===== src/rtl/vram_pkg.sv =====
// Purpose : shared constants and types for the video-RAM port-A arbiter.
// Latency : n/a (package only).
// Backpres: n/a (package only).
package vram_pkg;

    localparam int VRAM_ADDR_W   = 15;
    localparam int VRAM_DATA_W   = 8;
    localparam int VRAM_RD_LAT   = 2;
    // Wide enough for the full 1..15 starvation-limit range.
    localparam int VRAM_STARVE_W = 4;

    typedef enum logic {
        OWN_CPU = 1'b0,
        OWN_AUX = 1'b1
    } vram_owner_t;

    typedef enum logic [1:0] {
        GNT_IDLE = 2'd0,
        GNT_CPU  = 2'd1,
        GNT_AUX  = 2'd2
    } vram_grant_t;

    // One stage of the in-flight read tracker.
    typedef struct packed {
        logic        vld;
        vram_owner_t owner;
    } vram_tag_t;

endpackage


===== src/rtl/vram_port_arbiter_if.sv =====
// Purpose : bundles both requester channels, the shared read return and RAM port A.
// Latency : n/a (wiring only).
// Backpres: requests are held by the requester until its ack.
// Ports   : cpu_* / aux_* request channels with ack and rvalid, shared rd_data,
//           ram_* port-A controls and ram_douta read data.
//           slave modport = arbiter side, master modport = requesters + RAM side.
interface vram_port_arbiter_if
    import vram_pkg::*;
#(
    parameter int ADDR_W = VRAM_ADDR_W,
    parameter int DATA_W = VRAM_DATA_W
);

    logic              cpu_req;
    logic              cpu_we;
    logic [ADDR_W-1:0] cpu_addr;
    logic [DATA_W-1:0] cpu_wdata;
    logic              cpu_ack;
    logic              cpu_rvalid;

    logic              aux_req;
    logic              aux_we;
    logic [ADDR_W-1:0] aux_addr;
    logic [DATA_W-1:0] aux_wdata;
    logic              aux_ack;
    logic              aux_rvalid;

    logic [DATA_W-1:0] rd_data;

    logic [ADDR_W-1:0] ram_ada;
    logic [DATA_W-1:0] ram_dina;
    logic              ram_wrea;
    logic              ram_cea;
    logic              ram_ocea;
    logic              ram_reseta;
    logic [DATA_W-1:0] ram_douta;

    modport slave (
        input  cpu_req, cpu_we, cpu_addr, cpu_wdata,
        input  aux_req, aux_we, aux_addr, aux_wdata,
        input  ram_douta,
        output cpu_ack, cpu_rvalid, aux_ack, aux_rvalid, rd_data,
        output ram_ada, ram_dina, ram_wrea, ram_cea, ram_ocea, ram_reseta
    );

    modport master (
        output cpu_req, cpu_we, cpu_addr, cpu_wdata,
        output aux_req, aux_we, aux_addr, aux_wdata,
        output ram_douta,
        input  cpu_ack, cpu_rvalid, aux_ack, aux_rvalid, rd_data,
        input  ram_ada, ram_dina, ram_wrea, ram_cea, ram_ocea, ram_reseta
    );

endinterface


===== src/rtl/vram_rd_tag_pipe.sv =====
// Purpose : follows each issued read through the BRAM pipeline and tags its return.
// Latency : rvalid appears RD_LAT clocks after the issue cycle.
// Backpres: none; one tag enters per clock, returns cannot be stalled.
// Ports   : clk, reset (sync, active-high); issue_vld/issue_owner from the grant
//           cycle; cpu_rvalid/aux_rvalid from the last stage.
module vram_rd_tag_pipe
    import vram_pkg::*;
#(
    parameter int RD_LAT = VRAM_RD_LAT
) (
    input  logic        clk,
    input  logic        reset,
    input  logic        issue_vld,
    input  vram_owner_t issue_owner,
    output logic        cpu_rvalid,
    output logic        aux_rvalid
);

    vram_tag_t pipe [RD_LAT];

    always_ff @(posedge clk) begin
        if (reset) begin
            for (int i = 0; i < RD_LAT; i++) begin
                pipe[i] <= '0;
            end
        end else begin
            pipe[0] <= '{vld: issue_vld, owner: issue_owner};
            for (int i = 1; i < RD_LAT; i++) begin
                pipe[i] <= pipe[i-1];
            end
        end
    end

    // Masked during reset so a read that happens to land in the reset cycle
    // is dropped along with everything else still in flight.
    assign cpu_rvalid = pipe[RD_LAT-1].vld && (pipe[RD_LAT-1].owner == OWN_CPU) && !reset;
    assign aux_rvalid = pipe[RD_LAT-1].vld && (pipe[RD_LAT-1].owner == OWN_AUX) && !reset;

endmodule


===== src/rtl/vram_port_arbiter.sv =====
// Purpose : shares video-RAM port A between the host CPU and the aux engine.
// Latency : ack combinational in the grant cycle; read data RD_LAT clocks later.
// Backpres: loser keeps its request up; aux wins after STARVE_MAX denied cycles.
// Ports   : clk, reset (sync, active-high); bus = vram_port_arbiter_if.slave
//           carrying both request channels, rd_data and the port-A controls.
module vram_port_arbiter
    import vram_pkg::*;
#(
    parameter int ADDR_W     = VRAM_ADDR_W,
    parameter int DATA_W     = VRAM_DATA_W,
    parameter int RD_LAT     = VRAM_RD_LAT,
    parameter int STARVE_MAX = 4
) (
    input  logic                 clk,
    input  logic                 reset,
    vram_port_arbiter_if.slave   bus
);

    localparam logic [VRAM_STARVE_W-1:0] STARVE_LIM = VRAM_STARVE_W'(STARVE_MAX);

    vram_grant_t               grant;
    logic [VRAM_STARVE_W-1:0]  starve_cnt;
    logic [ADDR_W-1:0]         mux_addr;
    logic [DATA_W-1:0]         mux_wdata;
    logic                      mux_we;
    logic                      issue_vld;
    vram_owner_t               issue_owner;

    // Grant: cpu has priority, except once aux has been denied STARVE_MAX
    // times in a row while continuously requesting.
    always_comb begin
        grant = GNT_IDLE;
        if (!reset) begin
            if (bus.cpu_req && bus.aux_req) begin
                grant = (starve_cnt >= STARVE_LIM) ? GNT_AUX : GNT_CPU;
            end else if (bus.cpu_req) begin
                grant = GNT_CPU;
            end else if (bus.aux_req) begin
                grant = GNT_AUX;
            end
        end
    end

    // Counts only cycles where aux asked and cpu took the port.
    always_ff @(posedge clk) begin
        if (reset || !bus.aux_req || grant == GNT_AUX) begin
            starve_cnt <= '0;
        end else if (grant == GNT_CPU) begin
            starve_cnt <= starve_cnt + 1'b1;
        end
    end

    always_comb begin
        mux_addr    = '0;
        mux_wdata   = '0;
        mux_we      = 1'b0;
        issue_owner = OWN_CPU;
        case (grant)
            GNT_CPU: begin
                mux_addr  = bus.cpu_addr;
                mux_wdata = bus.cpu_wdata;
                mux_we    = bus.cpu_we;
            end
            GNT_AUX: begin
                mux_addr    = bus.aux_addr;
                mux_wdata   = bus.aux_wdata;
                mux_we      = bus.aux_we;
                issue_owner = OWN_AUX;
            end
            default: ;
        endcase
    end

    assign issue_vld = (grant != GNT_IDLE) && !mux_we;

    assign bus.cpu_ack    = (grant == GNT_CPU);
    assign bus.aux_ack    = (grant == GNT_AUX);
    assign bus.ram_cea    = (grant != GNT_IDLE);
    assign bus.ram_wrea   = mux_we;
    assign bus.ram_ada    = mux_addr;
    assign bus.ram_dina   = mux_wdata;
    assign bus.ram_ocea   = 1'b1;
    assign bus.ram_reseta = reset;
    // Data path is shared; the rvalid strobes say whose it is.
    assign bus.rd_data    = bus.ram_douta;

    vram_rd_tag_pipe #(
        .RD_LAT (RD_LAT)
    ) u_rd_tag_pipe (
        .clk         (clk),
        .reset       (reset),
        .issue_vld   (issue_vld),
        .issue_owner (issue_owner),
        .cpu_rvalid  (bus.cpu_rvalid),
        .aux_rvalid  (bus.aux_rvalid)
    );

endmodule


===== src/flat_wrapper.sv =====
// flat-port wrapper written by rule: the top's interface ports become plain ports
module vram_port_arbiter_flat import vram_pkg::*;
#(
    parameter int ADDR_W     = VRAM_ADDR_W,
    parameter int DATA_W     = VRAM_DATA_W,
    parameter int RD_LAT     = VRAM_RD_LAT,
    parameter int STARVE_MAX = 4
)
  (clk, reset, bus_cpu_req, bus_cpu_we, bus_cpu_addr, bus_cpu_wdata, bus_aux_req, bus_aux_we, bus_aux_addr, bus_aux_wdata, bus_ram_douta, bus_cpu_ack, bus_cpu_rvalid, bus_aux_ack, bus_aux_rvalid, bus_rd_data, bus_ram_ada, bus_ram_dina, bus_ram_wrea, bus_ram_cea, bus_ram_ocea, bus_ram_reseta);
  vram_port_arbiter_if #(.ADDR_W(ADDR_W), .DATA_W(DATA_W)) bus_i ();
  input  logic clk;
  input  logic reset;
  input wire logic [$bits(bus_i.cpu_req)-1:0] bus_cpu_req;
  input wire logic [$bits(bus_i.cpu_we)-1:0] bus_cpu_we;
  input wire logic [$bits(bus_i.cpu_addr)-1:0] bus_cpu_addr;
  input wire logic [$bits(bus_i.cpu_wdata)-1:0] bus_cpu_wdata;
  input wire logic [$bits(bus_i.aux_req)-1:0] bus_aux_req;
  input wire logic [$bits(bus_i.aux_we)-1:0] bus_aux_we;
  input wire logic [$bits(bus_i.aux_addr)-1:0] bus_aux_addr;
  input wire logic [$bits(bus_i.aux_wdata)-1:0] bus_aux_wdata;
  input wire logic [$bits(bus_i.ram_douta)-1:0] bus_ram_douta;
  output wire logic [$bits(bus_i.cpu_ack)-1:0] bus_cpu_ack;
  output wire logic [$bits(bus_i.cpu_rvalid)-1:0] bus_cpu_rvalid;
  output wire logic [$bits(bus_i.aux_ack)-1:0] bus_aux_ack;
  output wire logic [$bits(bus_i.aux_rvalid)-1:0] bus_aux_rvalid;
  output wire logic [$bits(bus_i.rd_data)-1:0] bus_rd_data;
  output wire logic [$bits(bus_i.ram_ada)-1:0] bus_ram_ada;
  output wire logic [$bits(bus_i.ram_dina)-1:0] bus_ram_dina;
  output wire logic [$bits(bus_i.ram_wrea)-1:0] bus_ram_wrea;
  output wire logic [$bits(bus_i.ram_cea)-1:0] bus_ram_cea;
  output wire logic [$bits(bus_i.ram_ocea)-1:0] bus_ram_ocea;
  output wire logic [$bits(bus_i.ram_reseta)-1:0] bus_ram_reseta;
  assign bus_i.cpu_req = bus_cpu_req;
  assign bus_i.cpu_we = bus_cpu_we;
  assign bus_i.cpu_addr = bus_cpu_addr;
  assign bus_i.cpu_wdata = bus_cpu_wdata;
  assign bus_i.aux_req = bus_aux_req;
  assign bus_i.aux_we = bus_aux_we;
  assign bus_i.aux_addr = bus_aux_addr;
  assign bus_i.aux_wdata = bus_aux_wdata;
  assign bus_i.ram_douta = bus_ram_douta;
  assign bus_cpu_ack = bus_i.cpu_ack;
  assign bus_cpu_rvalid = bus_i.cpu_rvalid;
  assign bus_aux_ack = bus_i.aux_ack;
  assign bus_aux_rvalid = bus_i.aux_rvalid;
  assign bus_rd_data = bus_i.rd_data;
  assign bus_ram_ada = bus_i.ram_ada;
  assign bus_ram_dina = bus_i.ram_dina;
  assign bus_ram_wrea = bus_i.ram_wrea;
  assign bus_ram_cea = bus_i.ram_cea;
  assign bus_ram_ocea = bus_i.ram_ocea;
  assign bus_ram_reseta = bus_i.ram_reseta;
  vram_port_arbiter #(.ADDR_W(ADDR_W), .DATA_W(DATA_W), .RD_LAT(RD_LAT), .STARVE_MAX(STARVE_MAX)) u_core (.clk(clk), .reset(reset), .bus(bus_i));
endmodule

===== config.mk =====
export PLATFORM = sky130hd
export DESIGN_NAME = vram_port_arbiter_flat
export DESIGN_NICKNAME = d
export VERILOG_FILES = /design/src/rtl/vram_pkg.sv /design/src/rtl/vram_port_arbiter_if.sv /design/src/rtl/vram_rd_tag_pipe.sv /design/src/rtl/vram_port_arbiter.sv /design/src/flat_wrapper.sv
export SDC_FILE = /design/constraint.sdc
export NUM_CORES = 1
export LEC_CHECK = 0
export ABC_AREA = 1
export BUFFER_PORTS_ARGS = -buffer_cell sky130_fd_sc_hd__buf_2
export CORE_MARGIN = 8
export CORE_UTILIZATION = 38
export DETAILED_ROUTE_END_ITERATION = 12
export GPL_TIMING_DRIVEN = 0
export PLACE_DENSITY = 0.84
export SLEW_MARGIN = 20
export SYNTH_ARGS = -nofsm -noshare
export SYNTH_HDL_FRONTEND = slang
export SYNTH_SLANG_ARGS = --single-unit

===== constraint.sdc =====
create_clock -name clk -period 3.4 [get_ports clk]
set_input_delay 0.17 -clock clk [delete_from_list [all_inputs] [get_ports clk]]
set_output_delay 0.17 -clock clk [all_outputs]
set_load 0.01 [all_outputs]

==> impl_metrics.toml <==
[sta]
worst_slack_ns = 1.15
setup_viol = 0
finClkSkew_ns = 0.00374
rsz0062_at_grt = "false"
fin_setup_tns_ns = 0
fin_crit_sh_pct = 66.2
period_needed_ns = 2.25
worst_hold_slack_ns = 0.121
max_freq_ghz = 0.444
hold_viol_final = 0
slew_viol_final = 0

[synthesis]
synth_area_um2 = 982
yosysSeqAreaShare_pct = 16.3
avgSynthCellArea_um2 = 7.02
ys_types = 25
synth_seq_cells = 8
yosys_warnings = 0
postSynthCellCount = 140
synthesis.nets = 203

[placed_design]
gp_congestion = 0.745
place_area_um2 = 1460
dpl_worst_slack_ns = 1.39
hpwl_mm = 2.91
placement.io_buffers = 88

[power_and_ir_drop]
power_leakage_nw = 0.806
intPower_mw = 0.204
power_frac_clock_pct = 23.8
p_switching_mw = 0.115
peakVddDrop_v = 0.000139
p_sw_share_pct = 36.1
seq_power_share_pct = 30.8
pwr-share-comb_pct = 45.5
powerDensity_nw_per_um2 = 215

[detailed_routing]
met1Wirelength_mm = 1.09
wl_met3_um = 464
num_vias = 1183
ant_nets = 0
first_iter_violations = 18
routed_wl_mm = 3.31
avgRoutedWirePerCell_um = 12.7
routed.top_layer = "met4"
drcViolationCount = 0
viasPerCell = 4.53
first_pass_iters = 4
wl_met2_mm = 1.69

[finish]
layout.nets = 296
ff_latch_area_um2 = 160
final_common_cell = "buf_2"
fill_cells = 237
diodes = 0
final_cell_mix = "91 x buf_2, 33 x nand2_1, 19 x a21oi_2"
drive_gt1_share_pct = 64.5
fin_area_um2 = 1480
area_growth_pct = 51.0
multi_input_area_um2 = 623

[floorplanning]
core_um2 = 2450
start_util_pct = 40.0
placementRows = 18
fp.dieH_um = 66.8
pin_count = 99
die_area_um2 = 4470
die_w_um = 66.8

[clocking]
clkSlewWorstSetupHoldPaths_ns = 0.06
clk_path_buf_depth = 2
cts_made_buffers = 3
cts_resized = 0
cts_setup_buffers = 0
cts_tree = "yes"
htreeDepth = 1
root_buffer = "clkbuf_4"
hold_buffers = 0
clk_latency_ns = 0.26
cts.sinks = 8

[critical_path]
start_kind = "register"
cp_data_required_time_ns = 3.23
r2r_cells = 6
worstSetupEndpointType = "output pin"
cpMaxStageDelayCell = "clkbuf_1"
critPathMaxFanout = 10
cp_cell_sequence = "nor2_1 -> nand2_2 -> a21oi_1 -> ha_1 -> clkbuf_1 -> nand2_1 -> a21oi_2 -> buf_2"
worstPathArrival_ns = 2.08
critical_path_class = "register to output pin"
critPathMaxStageDelay_ns = 0.38

[global_routing]
grt_pass1_vias = 1231
grt_max_degree = 11
grt_pass1_wl_mm = 5.16
antenna_found_initial = 0
gr-total-overflow = 0
grt.total_usage_pct = 14.6

[run_status]
status = "completed"

[worst_hold_path]
hold_path_depth = 2
hp-class = "input port to register"

[flow_run]
maxCapViolCount = 0
[kinds of logic (layout without fill, tap and decap cells)]
| group | after synthesis | after routing | synth area share (%) |
|---|---|---|---|
| XOR/XNOR | 1 | 1 | 0.892 |
| AND/OR/NAND/NOR | 66 | 66 | 35.0 |
| flip-flops | 8 | 8 | 16.3 |
| adder cells (fa/ha/maj) | 3 | 3 | 3.82 |
| other | 1 | 1 | 0.382 |
| AO/OA/AOI/OAI | 31 | 31 | 23.3 |
| buffers and inverters | 30 | 121 | 20.3 |
[Yosys cell counts, drive strengths merged]
cell    count  area (µm²)
dfxtp       8         160
and3        1        6.26
nand2      54         270
nand4       1        6.26
nor2        6        38.8
o21bai      1        7.51
ha          3        37.5
clkbuf      3        11.3
inv        11        46.3
nor3b       1        7.51
conb        1        3.75
nor3        2        10.0
nand3       1        5.00
xor2        1        8.76
a21oi      29         216
o21ai       1        5.00
buf        16         141
[per-layer routing]
layer	track usage [%]	up-vias
met3	8.89	4
met4	6.40	0
li1	-	613
met1	12.1	510
met5	0	-
met2	27.0	56
[power groups by stage]
stage / sequential, mW / clock [mW] / combinational (mW)
2_1_floorplan: 0.0998 / 0 / 0.0849
3_3_place_gp: 0.100 / 0 / 0.145
3_5_place_dp: 0.100 / 0 / 0.147
4_1_cts: 0.0980 / 0.0759 / 0.148
5_1_grt: 0.0982 / 0.0836 / 0.159
6_report: 0.0980 / 0.0757 / 0.145
[flip-flops by register name, indices dropped and copies added (netlist names)]
name / cells
u_core.starve_cnt: 4
u_core.u_rd_tag_pipe.pipe: 4
[critical path, delay by kind of cell, from the launching register on]
kind	cells	cell delay (ns)
buffers and inverters	2	0.51
AND/OR/NAND/NOR	3	0.38
AO/OA/AOI/OAI	2	0.34
flip-flops	1	0.33
adder cells (fa/ha/maj)	1	0.26
[per-stage QoR]
step / power [mW] / utilization, % / instances
2_1_floorplan: 0.185 / - / 140
3_3_place_gp: 0.245 / 59.5 / 258
3_5_place_dp: 0.247 / 59.5 / 258
4_1_cts: 0.322 / 60.4 / 261
5_1_grt: 0.341 / 60.4 / 261
6_report: 0.319 / 60.4 / 261
[final timing paths]
path	startpoint	end	slack [ns]
min	reset	u_core.u_rd_tag_pipe.pipe[0][3]$_SDFF_PP0_	0.12
max reg2reg	u_core.starve_cnt[2]$_SDFFE_PP0N_	u_core.starve_cnt[0]$_SDFFE_PP0N_	1.75
max	u_core.starve_cnt[2]$_SDFFE_PP0N_	bus_ram_ada[13]	1.15
min reg2reg	u_core.u_rd_tag_pipe.pipe[0][0]$_SDFF_PP0_	u_core.u_rd_tag_pipe.pipe[0][2]$_SDFF_PP0_	0.40
[cell type report]
| cell class | instances | share of cell area [%] |
|---|---|---|
| Inverter | 11 | 3.12 |
| Clock buffer | 3 | 1.52 |
| Multi-Input combinational cell | 102 | 42.0 |
| Timing Repair Buffer | 88 | 29.7 |
| Sequential cell | 8 | 10.8 |
| Buffer | 19 | 10.3 |
| Tap cell | 30 | 2.53 |
No activity file was read; power rests on OpenSTA's default activity.
